[config.mk]
export PLATFORM = sky130hd
export DESIGN_NAME = png_frame_ctrl_flat
export DESIGN_NICKNAME = d
export VERILOG_FILES = /design/src/rtl/png_pkg.sv /design/src/rtl/png_frame_ctrl_if.sv /design/src/rtl/png_frame_ctrl.sv /design/src/flat_wrapper.sv
export SDC_FILE = /design/constraint.sdc
export NUM_CORES = 1
export LEC_CHECK = 0
export CORE_MARGIN = 5
export CORE_UTILIZATION = 50
export CTS_BUF_LIST = sky130_fd_sc_hd__clkbuf_4 sky130_fd_sc_hd__clkbuf_8
export DETAILED_ROUTE_END_ITERATION = 16
export PLACE_DENSITY = 0.85
export SYNTH_ARGS = -nofsm -noshare
export SYNTH_HDL_FRONTEND = slang
export SYNTH_SLANG_ARGS = --single-unit
[constraint.sdc]
create_clock -name clk -period 7.05 [get_ports clk]
set_input_delay 2.115 -clock clk [delete_from_list [all_inputs] [get_ports clk]]
set_output_delay 2.115 -clock clk [all_outputs]
set_load 0.02 [all_outputs]
[src/rtl/png_pkg.sv]
// Shared types and constants for the PNG frame sequencer and its bitstream-writer neighbours.
package png_pkg;

  localparam int DEF_ROW_WD = 16;
  localparam int DEF_COL_WD = 16;
  localparam int DEF_CNT_WD = 32;

  // Matches the number of zlib header states the bitstream writer walks through after start.
  localparam int BS_WARMUP = 3;

  localparam logic [7:0] FILT_NONE = 8'h00;

  typedef enum logic [2:0] {
    ST_IDLE,
    ST_WARM,
    ST_FILT,
    ST_ROW,
    ST_WAIT_BS,
    ST_DONE
  } state_t;

endpackage

[src/rtl/png_frame_ctrl_if.sv]
// Byte-stream handshakes around the frame sequencer: pixel source in, raw bytes out to LZ77/Adler-32.
interface png_frame_ctrl_if;

  logic       pix_val_i;
  logic [7:0] pix_dat_i;
  logic       pix_rdy_o;

  logic       raw_val_o;
  logic [7:0] raw_dat_o;
  logic       raw_lst_o;
  logic       raw_rdy_i;

  modport master (
    input  pix_val_i, pix_dat_i, raw_rdy_i,
    output pix_rdy_o, raw_val_o, raw_dat_o, raw_lst_o
  );

  modport slave (
    output pix_val_i, pix_dat_i, raw_rdy_i,
    input  pix_rdy_o, raw_val_o, raw_dat_o, raw_lst_o
  );

endinterface

[src/rtl/png_frame_ctrl.sv]
// Frame sequencer: prefixes each scanline with a filter byte and brackets the frame with writer start/done.
// Zero-latency passthrough in ROW; raw_rdy_i stalls the source directly, filter bytes cost one source bubble.
module png_frame_ctrl
  import png_pkg::*;
#(
  parameter int ROW_WD = DEF_ROW_WD,
  parameter int COL_WD = DEF_COL_WD,
  parameter int CNT_WD = DEF_CNT_WD
) (
  input  logic              clk,
  input  logic              rst,
  input  logic              start_i,
  input  logic              abort_i,
  input  logic [ROW_WD-1:0] row_len_i,
  input  logic [COL_WD-1:0] row_num_i,
  png_frame_ctrl_if.master  dp,
  output logic              bs_start_o,
  input  logic              bs_done_i,
  output logic              busy_o,
  output logic              done_o,
  output logic              err_o,
  output logic [CNT_WD-1:0] raw_cnt_o
);

  localparam logic [7:0] WARM_LAST = 8'((BS_WARMUP > 1) ? BS_WARMUP - 2 : 0);

  state_t            state_q, state_d;
  logic [ROW_WD-1:0] row_len_q, col_q;
  logic [COL_WD-1:0] row_num_q, row_q;
  logic [7:0]        warm_q;
  logic              err_q;
  logic              idle_req, size_ok, start_ok, start_bad;
  logic              xfer, col_last, row_last;

  assign idle_req  = (state_q == ST_IDLE) && start_i && !abort_i && !rst;
  assign size_ok   = (row_len_i != '0) && (row_num_i != '0);
  assign start_ok  = idle_req && size_ok;
  assign start_bad = idle_req && !size_ok;

  // Termination compares against the latched sizes, so the counters never need to wrap.
  assign col_last = (col_q == row_len_q - ROW_WD'(1));
  assign row_last = (row_q == row_num_q - COL_WD'(1));

  assign busy_o = (state_q != ST_IDLE);
  assign err_o  = err_q;

  always_comb begin
    state_d      = state_q;
    dp.raw_val_o = 1'b0;
    dp.raw_dat_o = FILT_NONE;
    dp.raw_lst_o = 1'b0;
    dp.pix_rdy_o = 1'b0;
    xfer         = 1'b0;
    bs_start_o   = 1'b0;
    done_o       = 1'b0;

    case (state_q)
      ST_IDLE: begin
        if (start_ok) begin
          bs_start_o = 1'b1;
          state_d    = ST_WARM;
        end
      end
      ST_WARM: begin
        if (warm_q == WARM_LAST) state_d = ST_FILT;
      end
      ST_FILT: begin
        dp.raw_val_o = 1'b1;
        xfer         = dp.raw_rdy_i;
        if (dp.raw_rdy_i) state_d = ST_ROW;
      end
      ST_ROW: begin
        dp.raw_val_o = dp.pix_val_i;
        dp.raw_dat_o = dp.pix_dat_i;
        dp.pix_rdy_o = dp.raw_rdy_i;
        dp.raw_lst_o = dp.pix_val_i && col_last && row_last;
        xfer         = dp.pix_val_i && dp.raw_rdy_i;
        if (xfer && col_last) state_d = row_last ? ST_WAIT_BS : ST_FILT;
      end
      ST_WAIT_BS: begin
        if (bs_done_i) state_d = ST_DONE;
      end
      ST_DONE: begin
        done_o  = 1'b1;
        state_d = ST_IDLE;
      end
      default: state_d = ST_IDLE;
    endcase

    if (abort_i) state_d = ST_IDLE;
  end

  always_ff @(posedge clk) begin
    if (rst) begin
      state_q   <= ST_IDLE;
      row_len_q <= '0;
      row_num_q <= '0;
      col_q     <= '0;
      row_q     <= '0;
      warm_q    <= '0;
      err_q     <= 1'b0;
      raw_cnt_o <= '0;
    end else begin
      state_q <= state_d;
      err_q   <= start_bad;

      if (start_ok) begin
        row_len_q <= row_len_i;
        row_num_q <= row_num_i;
        col_q     <= '0;
        row_q     <= '0;
        warm_q    <= '0;
        raw_cnt_o <= '0;
      end

      if (state_q == ST_WARM) warm_q <= warm_q + 8'd1;

      // A transfer coinciding with abort still counts.
      if (xfer) begin
        raw_cnt_o <= raw_cnt_o + CNT_WD'(1);
        if (state_q == ST_FILT) begin
          col_q <= '0;
        end else if (col_last) begin
          col_q <= '0;
          if (!row_last) row_q <= row_q + COL_WD'(1);
        end else begin
          col_q <= col_q + ROW_WD'(1);
        end
      end
    end
  end

endmodule

[src/flat_wrapper.sv]
// flat-port wrapper written by rule: the top's interface ports become plain ports
module png_frame_ctrl_flat import png_pkg::*;
#(
  parameter int ROW_WD = DEF_ROW_WD,
  parameter int COL_WD = DEF_COL_WD,
  parameter int CNT_WD = DEF_CNT_WD
)
  (clk, rst, start_i, abort_i, row_len_i, row_num_i, bs_start_o, bs_done_i, busy_o, done_o, err_o, raw_cnt_o, dp_pix_val_i, dp_pix_dat_i, dp_raw_rdy_i, dp_pix_rdy_o, dp_raw_val_o, dp_raw_dat_o, dp_raw_lst_o);
  png_frame_ctrl_if dp_i ();
  input  logic clk;
  input  logic rst;
  input  logic start_i;
  input  logic abort_i;
  input  logic [ROW_WD-1:0] row_len_i;
  input  logic [COL_WD-1:0] row_num_i;
  output logic bs_start_o;
  input  logic bs_done_i;
  output logic busy_o;
  output logic done_o;
  output logic err_o;
  output logic [CNT_WD-1:0] raw_cnt_o;
  input wire logic [$bits(dp_i.pix_val_i)-1:0] dp_pix_val_i;
  input wire logic [$bits(dp_i.pix_dat_i)-1:0] dp_pix_dat_i;
  input wire logic [$bits(dp_i.raw_rdy_i)-1:0] dp_raw_rdy_i;
  output wire logic [$bits(dp_i.pix_rdy_o)-1:0] dp_pix_rdy_o;
  output wire logic [$bits(dp_i.raw_val_o)-1:0] dp_raw_val_o;
  output wire logic [$bits(dp_i.raw_dat_o)-1:0] dp_raw_dat_o;
  output wire logic [$bits(dp_i.raw_lst_o)-1:0] dp_raw_lst_o;
  assign dp_i.pix_val_i = dp_pix_val_i;
  assign dp_i.pix_dat_i = dp_pix_dat_i;
  assign dp_i.raw_rdy_i = dp_raw_rdy_i;
  assign dp_pix_rdy_o = dp_i.pix_rdy_o;
  assign dp_raw_val_o = dp_i.raw_val_o;
  assign dp_raw_dat_o = dp_i.raw_dat_o;
  assign dp_raw_lst_o = dp_i.raw_lst_o;
  png_frame_ctrl #(.ROW_WD(ROW_WD), .COL_WD(COL_WD), .CNT_WD(CNT_WD)) u_core (.clk(clk), .rst(rst), .start_i(start_i), .abort_i(abort_i), .row_len_i(row_len_i), .row_num_i(row_num_i), .dp(dp_i), .bs_start_o(bs_start_o), .bs_done_i(bs_done_i), .busy_o(busy_o), .done_o(done_o), .err_o(err_o), .raw_cnt_o(raw_cnt_o));
endmodule
# Word level (Yosys, flattened, before mapping)
# Index checks and enable logic that the tools add are counted.
# op_classes
add_sub_neg	6
eq_ne	13
n_mux	28
reduce_logical	21
# op_table
cell	count
$mux W16	9
$mux W32	2
$add A16 B1 Y16 const B	2
$add A32 B1 Y32 const B	1
$eq A16 B16 Y1	2
$reduce_bool A16 Y1	2
$sub A16 B1 Y16 const B	2
$mux W8	3
$mux W3	6
$pmux W3 S5	1
$logic_and A1 B1 Y1	10
$add A8 B1 Y8 const B	1
$eq A8 B1 Y1 const B	1
$eq A3 B2 Y1 const B	2
$eq A3 B3 Y1 const B	2
$ne A2 B1 Y1 const B	3
$mux W1	5
$reduce_and A5 Y1	1
$ne A2 B2 Y1 const B	2
$pmux W1 S2	2
$reduce_bool A2 Y1	2
$eq A3 B1 Y1 const B	1
$logic_not A1 Y1	3
$logic_not A3 Y1	1
other kinds (2)	2
# word_totals
register_bits	108
input_bits	47
out_inout_bits	47
word_cells	76

# Depth between registers and ports, before layout
# depth
ltp_word	10
ltp_mapped	12

# Worst setup path after synthesis
# No wires, ideal clock.
# synth_timing
path_type	input-to-output
start	in abort_i
end	out bs_start_o
arrival_ns	3.082
required_ns	4.935
setup_slack_ns	1.853
stages	5
cell_sequence	nor2_1 nand4b_1 nand3b_1 inv_1 clkbuf_1
# synth_between
elab_chain_len	6
# synth_rtl
element	line_no	source
from (decl)	flat_wrapper.sv:13	input logic abort_i;
$logic_not A1 Y1	png_frame_ctrl.sv:35	assign idle_req = (state_q == ST_IDLE) && start_i && !abort_i && !rst;
$logic_and A1 B1 Y1 (2 in a row)	png_frame_ctrl.sv:35	
$logic_and A1 B1 Y1	png_frame_ctrl.sv:37	assign start_ok = idle_req && size_ok;
$mux W1	png_frame_ctrl.sv:59	if (start_ok) begin
$mux W1	png_frame_ctrl.sv:57	case (state_q)
to (decl)	flat_wrapper.sv:16	output logic bs_start_o;
# No other way between the ends.

# Worst setup path in the final report
# layout_timing
start	reg u_core.row_num_q[0]
end	out dp_raw_lst_o
# layout_between
elab_chain_len	4
# layout_rtl
element	line_no	source
from (decl)	png_frame_ctrl.sv:29	logic [COL_WD-1:0] row_num_q, row_q;
from (signal assigned)	png_frame_ctrl.sv:109	row_num_q <= row_num_i;
$sub A16 B1 Y16	png_frame_ctrl.sv:42	assign row_last = (row_q == row_num_q - COL_WD'(1));
$eq A16 B16 Y1	png_frame_ctrl.sv:42	
$logic_and A1 B1 Y1	png_frame_ctrl.sv:76	dp.raw_lst_o = dp.pix_val_i && col_last && row_last;
$mux W1	png_frame_ctrl.sv:57	
to (decl)	flat_wrapper.sv:28	output wire logic [$bits(dp_i.raw_lst_o)-1:0] dp_raw_lst_o;
# No other way between the ends.

==> metrics.cfg <==
[yosys]
ys_async_sr_fraction_pct=0
synth_compound_area_share_pct=16.5
synth-adder-area-share_pct=1.40
synth_cell_types=70
ys_ff_latch=108
synth_ff_type=dfxtp_1
yosysWarnings=0
syn_area_sq_um=6270
synth_top_family_by_area=simple AND/OR/NAND/NOR gates
yosys.area_share.xor_xnor_pct=6.85
yosys.area_share.simple_pct=34.9
synth-seq-area-share_pct=34.5
synth.area.mux_share_pct=1.68
postSynthCellCount=814
synth-edff-count=0
syn_nets=868
syn_area_per_cell_sq_um=7.70

[grt]
antenna_found_initial=0
grt_max_degree=84
grt_pass1_vias=5593
track_usage_pct=21.3
globalRouteOverflowTotal=0
grt_pass1_wl_microns=26400

[worst_setup_path]
crit_type=register to output port
crit_arrival_ns=4.24
cp_max_fo=7
crit_start=u_core.row_num_q[0]
critPathCapture=dp_raw_lst_o
worstRegToRegCells=10
reg2reg_to=u_core.row_q[5]
cp-start-kind=register
ff2ff_setup_slack_ns=3.38
crit_required_ns=4.93
r2r-start=u_core.row_num_q[0]
end_kind=output port

[floorplan]
initial_core_util_pct=50.3
fp.dieH_microns=122
boundaryPins=94
design.die.area_sq_um=14900
coreArea_sq_um=12500
die_w_microns=122
rows=41

[cts]
cts.sinks=108
cts_hold_buf=0
path_clk_slew_ns=0.09
clock_latency_ns=0.39
numCtsBuffers=9
h-tree-depth=3
post_cts_buffers=0
ctsResizeCount=0
cts_tree=done
clock_path_buffers=2
cts_root_buf=clkbuf_8

[route]
wl_per_cell_microns=14.9
viasPerCell=5.79
vias=6099
drc_errors=0
final_antenna_net_count=0
drt-initial-drc-count=552
wl_microns=15700
firstDrtPassIters=7

[place]
pre_cts_ws_ns=0.889
gp_congestion=0.832
hpwlAfterDp_microns=11400
port-buffer-count=93

[timing]
worst_pin_slew_ns=0.907
slew_headroom_pct=39.5
timing.fmax_mhz=157
final-max-slew-violation-count=0
finClkSkew_ns=0.0158
final_min_period_over_clock_period_pct=90.2
hold_violations=0
fin_ws_ns=0.692
setup_tns_ns=0
min_period_ns=6.36
rsz0062_at_grt=false
setup_viol=0

[cells_and_area]
final_cell_mix=nand2_1 (126), dfxtp_1 (108), clkdlybuf4s50_1 (92)
diodes=0
area_delta_synth_final_pct=18.5
final_common_cell=nand2_1
drive_gt1_share_pct=5.68
final_nets=930

[min_path]
min-delay-start=u_core.row_len_q[15]
hold_depth=2
min_path_type=register to register

[outcome]
status=finished, final reports clean

[pwr]
powerDensity_nw_per_um2=157
vdd_drop_max_mv=0.120
p_leak_nw=2.58

[job]
maxCapViolations=0

[worst max-delay path: stages (launching register included)]
cell and delay [ns]:
dfxtp_1 0.38, inv_1 0.08, ha_1 0.22, nor3b_1 0.68, and2_1 0.28, xnor2_1 0.08, a221oi_1 0.30, o211ai_1 0.30
nor4b_1 0.64, and3_1 0.24, clkdlybuf4s50_1 0.64
[worst min path at each step]
stage / slack, ns / end
floorplan: 0.45 / u_core.row_len_q[15]
global placement: 0.46 / u_core.row_len_q[15]
detailed placement: 0.47 / u_core.row_len_q[15]
CTS: 0.49 / u_core.row_len_q[15]
global route: 0.50 / u_core.row_len_q[15]
finish: 0.49 / u_core.row_len_q[15]
[state kept, by name, indices dropped and copies added (netlist names)]
signal            flops
u_core.raw_cnt_o     32
u_core.col_q         16
u_core.row_len_q     16
u_core.row_num_q     16
u_core.row_q         16
u_core.warm_q         8
u_core.state_q        3
u_core.err_o          1
[synth_stat cells, types with 3 or more instances]
cell / instances / area, sq um
nand2b_1: 3 / 18.8
nor3b_1: 6 / 45.0
inv_1: 14 / 52.6
mux2i_1: 6 / 60.1
a311oi_1: 6 / 52.6
nor4b_1: 4 / 35.0
ha_1: 7 / 87.6
or3_1: 11 / 68.8
mux2_2: 4 / 45.0
buf_2: 5 / 25.0
nand3_1: 47 / 235
nor3_1: 15 / 75.1
nor2b_1: 5 / 31.3
nor2_1: 72 / 270
a21o_1: 5 / 37.5
o21ai_0: 23 / 115
o2111ai_1: 5 / 43.8
a21oi_1: 76 / 380
and3_1: 31 / 194
or2_2: 9 / 56.3
nor4_1: 17 / 106
nand3b_1: 4 / 30.0
a31oi_1: 11 / 68.8
clkbuf_1: 33 / 124
o21a_1: 3 / 22.5
and4_1: 10 / 87.6
buf_6: 4 / 45.0
and2_1: 15 / 93.8
nand4_1: 18 / 113
a22oi_1: 3 / 22.5
dfxtp_1: 108 / 2160
or4_1: 6 / 45.0
nand2_1: 126 / 473
xor2_1: 22 / 193
o211ai_1: 9 / 67.6
xnor2_1: 27 / 236
[power breakdown]
part           leakage, nW  internal [mW]  switching (mW)
logic                 1.61         0.0700          0.0805
registers            0.872          0.617          0.0120
clock network       0.0994          0.179           0.210
[layout make-up]
cell class	count	area [sq um]
flip-flops and latches	108	2160
fillers	1110	5040
inverters	14	52.6
clock inverters	5	58.8
well taps	172	215
repair buffers	96	948
multi-input cells	647	3840
clock buffers	11	145
[routing by layer]
metal / part of all wire (%) / vias up / GRT usage, %
li1: - / 3061 / -
met1: 45 / 2866 / 26.8
met2: 48 / 155 / 36.0
met3: 5.5 / 17 / 6.04
met4: 1.6 / 0 / 5.74
met5: 0 / - / 0
[cells by family (layout without fill, tap and decap cells)]
kind of cell	count (synthesis)	in the layout
simple gates	416	416
compound gates	165	165
flops	108	108
buf+inv	59	126
xor+xnor	49	49
mux	10	10
fa+ha+maj	7	7
[stage by stage]
step           cell area [sq um]  hold slack, ns  power, mW  utilization (%)  std cells
2_1_floorplan               6270           0.449      0.741                -        814
3_3_place_gp                7220           0.457      0.788             57.9       1037
3_5_place_dp                7220           0.475      0.792             57.9       1037
4_1_cts                     7430           0.489       1.18             59.6       1053
5_1_grt                     7430           0.498       1.22             59.6       1053
6_report                    7430           0.488       1.17             59.6       1053
Power figures use the tool's default switching activity.
